===== src/rtl/fft_twiddle_addr_gen.sv =====
// Twiddle-factor address generator for an in-place radix-2 FFT (DIT or DIF ordering).
// Optional quarter-wave table folding is enabled by defining TWIDDLE_QUARTER_EN.
module fft_twiddle_addr_gen #(
    parameter int LOG_N = 10,
    parameter int LANES = 1,
    localparam int AW = LOG_N - 1,
    localparam int SW = $clog2(LOG_N)
) (
    input  logic                clk,
    input  logic                reset,
    input  logic                start,
    input  logic                dif,
    input  logic                inverse,
    input  logic                abort,
    input  logic                w_ready,
    output logic                w_valid,
    output logic [LANES*AW-1:0] w_addr,
    output logic [LANES-1:0]    w_negre,
    output logic                w_conj,
    output logic [SW-1:0]       stage,
    output logic                last_in_stage,
    output logic                busy,
    output logic                done
);

    typedef enum logic [1:0] {IDLE, RUN, DONE} state_t;

    localparam logic [SW-1:0] LAST_STAGE = SW'(AW);
    localparam logic [AW-1:0] K_STEP     = AW'(LANES);
    // N/2 == 2^AW, so N/2 - LANES is simply -LANES modulo 2^AW
    localparam logic [AW-1:0] K_LAST     = AW'(0) - K_STEP;

    state_t            state_q, state_d;
    logic [AW-1:0]     k_q, k_d;
    logic [SW-1:0]     stage_d;
    logic              dif_q, dif_d;
    logic              conj_d;
    logic              valid_d;
    logic              busy_d;
    logic              done_d;
    logic              last_d;
    logic              load;
    logic [LANES*AW-1:0] addr_d;
    logic [AW-1:0]     lane_e;

    function automatic logic [AW-1:0] lane_exp(input logic [SW-1:0] s,
                                               input logic [AW-1:0] k,
                                               input logic          d);
        logic [AW-1:0] ones;
        ones = '1;
        if (d)
            return (k & ~(ones << (LAST_STAGE - s))) << s;
        else
            return (k & ~(ones << s)) << (LAST_STAGE - s);
    endfunction

    always_comb begin
        state_d = state_q;
        k_d     = k_q;
        stage_d = stage;
        dif_d   = dif_q;
        conj_d  = w_conj;
        valid_d = w_valid;
        busy_d  = busy;
        done_d  = 1'b0;
        load    = 1'b0;
        unique case (state_q)
            IDLE: begin
                valid_d = 1'b0;
                busy_d  = 1'b0;
                if (start) begin
                    state_d = RUN;
                    k_d     = '0;
                    stage_d = '0;
                    dif_d   = dif;
                    conj_d  = inverse;
                    valid_d = 1'b1;
                    busy_d  = 1'b1;
                    load    = 1'b1;
                end
            end
            RUN: begin
                if (abort) begin
                    state_d = IDLE;
                    valid_d = 1'b0;
                    busy_d  = 1'b0;
                end else if (w_ready) begin
                    if (k_q == K_LAST) begin
                        if (stage == LAST_STAGE) begin
                            state_d = DONE;
                            valid_d = 1'b0;
                            done_d  = 1'b1;
                        end else begin
                            stage_d = stage + 1'b1;
                            k_d     = '0;
                            load    = 1'b1;
                        end
                    end else begin
                        k_d  = k_q + K_STEP;
                        load = 1'b1;
                    end
                end
            end
            DONE: begin
                state_d = IDLE;
                valid_d = 1'b0;
                busy_d  = 1'b0;
            end
            default: begin
                state_d = IDLE;
                valid_d = 1'b0;
                busy_d  = 1'b0;
            end
        endcase
    end

    // Beat outputs are computed from the next counter values so they can be registered.
`ifdef TWIDDLE_QUARTER_EN
    localparam logic [AW-1:0] QTR = AW'(1) << (AW - 1);
    logic [LANES-1:0] negre_d;

    always_comb begin
        addr_d  = w_addr;
        negre_d = w_negre;
        last_d  = last_in_stage;
        lane_e  = '0;
        if (load) begin
            last_d = (k_d == K_LAST);
            for (int unsigned i = 0; i < LANES; i++) begin
                lane_e = lane_exp(stage_d, k_d + AW'(i), dif_d);
                if (lane_e > QTR) begin
                    addr_d[i*AW +: AW] = AW'(0) - lane_e;
                    negre_d[i]         = 1'b1;
                end else begin
                    addr_d[i*AW +: AW] = lane_e;
                    negre_d[i]         = 1'b0;
                end
            end
        end
    end

    always_ff @(posedge clk or posedge reset) begin
        if (reset)
            w_negre <= '0;
        else
            w_negre <= negre_d;
    end
`else
    always_comb begin
        addr_d = w_addr;
        last_d = last_in_stage;
        lane_e = '0;
        if (load) begin
            last_d = (k_d == K_LAST);
            for (int unsigned i = 0; i < LANES; i++) begin
                lane_e             = lane_exp(stage_d, k_d + AW'(i), dif_d);
                addr_d[i*AW +: AW] = lane_e;
            end
        end
    end

    assign w_negre = '0;
`endif

    always_ff @(posedge clk or posedge reset) begin
        if (reset) begin
            state_q       <= IDLE;
            k_q           <= '0;
            stage         <= '0;
            dif_q         <= 1'b0;
            w_conj        <= 1'b0;
            w_valid       <= 1'b0;
            busy          <= 1'b0;
            done          <= 1'b0;
            w_addr        <= '0;
            last_in_stage <= 1'b0;
        end else begin
            state_q       <= state_d;
            k_q           <= k_d;
            stage         <= stage_d;
            dif_q         <= dif_d;
            w_conj        <= conj_d;
            w_valid       <= valid_d;
            busy          <= busy_d;
            done          <= done_d;
            w_addr        <= addr_d;
            last_in_stage <= last_d;
        end
    end

endmodule

===== config.mk =====
export PLATFORM = sky130hd
export DESIGN_NAME = fft_twiddle_addr_gen
export DESIGN_NICKNAME = d
export VERILOG_FILES = /design/src/rtl/fft_twiddle_addr_gen.sv
export SDC_FILE = /design/constraint.sdc
export NUM_CORES = 1
export LEC_CHECK = 0
export CAP_MARGIN = 20
export CORE_MARGIN = 4
export CORE_UTILIZATION = 25
export DETAILED_ROUTE_END_ITERATION = 8
export PLACE_DENSITY_LB_ADDON = 0.3
export SYNTH_ARGS = -nofsm -noshare
export SYNTH_HDL_FRONTEND = slang
export SYNTH_SLANG_ARGS = --single-unit

===== constraint.sdc =====
create_clock -name clk -period 4.9 [get_ports clk]
set_input_delay 0.98 -clock clk [delete_from_list [all_inputs] [get_ports clk]]
set_output_delay 0.98 -clock clk [all_outputs]
set_load 0.03 [all_outputs]

==> results by group, run 1 <==
STA
  • Setup tns final: 0 ns
  • Worst-margin pin slew: 0.7269 ns
  • Final setup fails: 0
  • Final Hold Violating Endpoints: 0
  • Clk_skew: 0.005999 ns
  • Slew Limit Fails: 0
  • Shortest period the worst path allows: 4.250 ns
  • RSZ-0062 raised after global routing: false
  • Fmax: 235.3 MHz
  • Rel. slew slack: 51.22%
  • Final Cycle Share: 86.73%

Global route
  • Pin count of the biggest net entering global routing: 31
  • Antenna violations before repair: 0
  • Overflow after GRT: 0
  • Busiest grt layer: met2
  • GRT Util Overall: 13.49%
  • Met2 Use GR: 20.20%
  • GR Util met1: 19.01%
  • Vias in the first global route: 2219
  • Met3 GRT Util: 2.359%
  • First-pass GRT wire length: 11.86 mm

Synth
  • Top cells by area, synth: dfrtp_1, nand2_1, ha_1
  • Syn nets: 299
  • Yosys warning count: 0
  • Post-synth EDFFs: 0
  • Yosys top cell by area: dfrtp_1
  • Library cells used by synthesis: 65
  • Post-synthesis sequential area ratio: 32.24%
  • Yosys top cell area share: 32.24%
  • Post-synthesis cell area: 0.002328 sq mm
  • Count leader, synth: nand2_1
  • Syn Area/Cell: 8.170 sq um
  • Synth Flop Type: dfrtp_1
  • Synth Register Bits: 30
  • Cells after synthesis: 285
  • Commonest cells post-synth: nand2_1, dfrtp_1, nor2_1, nand3_1, o21ai_0
  • Async S/R FF share, synth: 100.0%

Placed design
  • I/O Buffers: 24
  • Dpl hpwl: 5.154 mm
  • Placed cell count: 401
  • GPL Wtd Cong: 0.8739

Clock network
  • Num CTS Buffers: 5
  • Clk sinks: 30
  • Clock Tree Buf Depth: 2
  • Post-CTS Setup Repair Bufs: 0
  • Clk slew on worst S/H paths: 0.07 ns
  • Cts hold-fix bufs: 0
  • Root Buffer: clkbuf_8
  • Clock latency at the later pin of the worst-skew pair: 0.29 ns
  • H-Tree Depth: 2
  • CTS tree: done
  • Cts repair resizes: 0

Route
  • Routed WL per cell: 17.39 um
  • DR vias/cell: 5.635
  • Total Routed Length: 7.097 mm
  • Vias: 2299
  • TritonRoute pass-1 iters: 4
  • Initial DRC Count: 215
  • Drt drc: 0
  • ANT nets after route: 0

Cells and area
  • Inserted Diodes: 0
  • Final Non-Filler Cells: 408
  • Layout cells sized above 1: 8.333%
  • Fill cells: 951
  • Nets: 314
  • Area Growth Syn to Fin: 16.77%

Critical path
  • Critical path startpoint category: input pin
  • Reg2Reg Depth: 14
  • Crit Path Max Fanout: 13
  • Crit Path Class: input pin to flip-flop
  • Worst setup EP type: flip-flop
  • CP required: 5.12 ns
  • Critical path data arrival time: 4.47 ns

Power
  • Worst VDD drop: 105.0 uV
  • Pwr dens: 250.9 mW/mm^2
  • Leak Pwr: 1.072 nW

Min path
  • Cell count of the worst hold path: 2
  • Worst min path class: flip-flop to flip-flop

Die
  • Row cnt: 34
  • Die width: 104.5 um
  • Die height: 104.5 um
  • Die footprint: 0.01092 sq mm
  • Core area: 0.008891 sq mm
  • Starting Density: 26.19%
  • Ports: 26

Flow run
  • Max-cap violations: 0

Run status
  • Status: completed
## worst max-delay path: stages
cell             delay [ns]
clkdlybuf4s50_1        0.62
and4bb_1               0.30
nand3_1                0.14
mux2_2                 0.47
ha_1                   0.22
ha_1                   0.47
nand2b_1               0.23
or2_1                  0.37
or3_1                  0.38
o2111ai_1              0.11
o32a_1                 0.17
## kinds of logic (layout without fill, tap and decap cells)
| family | count (synthesis) | count (layout) | synth area share (%) |
|---|---|---|---|
| buf+inv | 30 | 45 | 5.642 |
| fa+ha+maj | 7 | 7 | 3.761 |
| flops | 30 | 30 | 32.24 |
| mux | 6 | 6 | 2.955 |
| xor+xnor | 1 | 1 | 0.3762 |
| other cells | 1 | 1 | 0.1610 |
| compound gates | 87 | 87 | 25.96 |
| simple gates | 123 | 123 | 28.91 |
## stage by stage
| step | hold WS [ns] | total power [mW] | setup WS, ns | util, % | cell area (sq um) |
|---|---|---|---|---|---|
| 2_1_floorplan | 0.5257 | 0.4191 | 1.140 | - | 2328 |
| 4_1_cts | 0.4866 | 0.6873 | 0.6769 | 30.58 | 2719 |
| 5_1_grt | 0.5293 | 0.7209 | 0.4844 | 30.58 | 2719 |
| 3_5_place_dp | 0.4699 | 0.4904 | 0.3949 | 29.69 | 2640 |
| 6_report | 0.4821 | 0.6822 | 0.6502 | 30.58 | 2719 |
| 3_3_place_gp | 0.4583 | 0.4927 | 0.4630 | 29.69 | 2640 |
## routing by layer
metal	up-vias	part of all wire, %
met5	-	0
met2	77	44
met4	0	2.5
met3	14	4.6
li1	1095	-
met1	1113	49
## where the power goes
group          switching (mW)  internal [mW]  total (mW)
clock                   0.100         0.0953       0.195
sequential             0.0203          0.272       0.292
combinational           0.122         0.0730       0.195
## final cells by class
| class | count | area [sq um] | share of cell area [%] |
|---|---|---|---|
| multi-input combinational | 225 | 1446 | 53.20 |
| sequential | 30 | 750.7 | 27.61 |
| inverter | 10 | 37.54 | 1.381 |
| clock inverter | 2 | 10.01 | 0.3682 |
| tap | 108 | 135.1 | 4.970 |
| timing repair buffer | 28 | 270.3 | 9.940 |
| clock buffer | 5 | 68.82 | 2.531 |
## layout by cell type, fill, tap and decap left out, drive strengths merged, types with 3 or more instances in the layout
master         instances
and3                   4
nand2                 33
or3                    4
mux2                   4
o21ai                 18
inv                   10
nand3b                 5
buf                    4
nand4                  3
o21a                   4
a21o                   3
nor3b                  3
nor2                  20
nand3                 14
o221ai                 3
and4                   3
or2                    4
ha                     7
nor2b                  4
and4b                  3
clkdlybuf4s50         24
a31oi                 10
nor3                   9
a22o                   5
dfrtp                 30
o211ai                 5
o31ai                  4
a21oi                 11
o22ai                  4
clkbuf                 5
## flip-flops by register name (all words and copies together), names as in the netlist
signal	count
busy	1
dif_q	1
done	1
k_q	9
last_in_stage	1
stage	4
state_q	2
w_addr	9
w_conj	1
w_valid	1
## path summary, 6_finish.rpt
path | slack, ns | startpoint | to
max reg2reg | 0.78 | k_q[4]$_DFF_PP0_ | w_addr[7]$_DFFE_PP0P_
min in group asynchronous | 1.07 | reset | w_addr[8]$_DFFE_PP0P_
min | 0.48 | w_conj$_DFFE_PP0P_ | w_conj$_DFFE_PP0P_
max in group asynchronous | 3.54 | reset | w_addr[7]$_DFFE_PP0P_
max | 0.65 | abort | w_addr[7]$_DFFE_PP0P_
min reg2reg | 0.48 | w_conj$_DFFE_PP0P_ | w_conj$_DFFE_PP0P_
No activity file was read; power rests on OpenSTA's default activity.
==> run 2, diff against run 1 <==
==> constraint.sdc (replaced) <==
create_clock -name clk -period 4.9 [get_ports clk]
set_input_delay 0.98 -clock clk [delete_from_list [all_inputs] [get_ports clk]]
set_output_delay 0.98 -clock clk [all_outputs]
set_load 0.1 [all_outputs]
==> results of run 2 <==
Same layout as run 1 (identical final DEF). Status: completed.
Main changes from that run: total power 0.6822 mW -> 0.7661 mW; worst IR drop on VDD 105.0 uV -> 130.0 uV
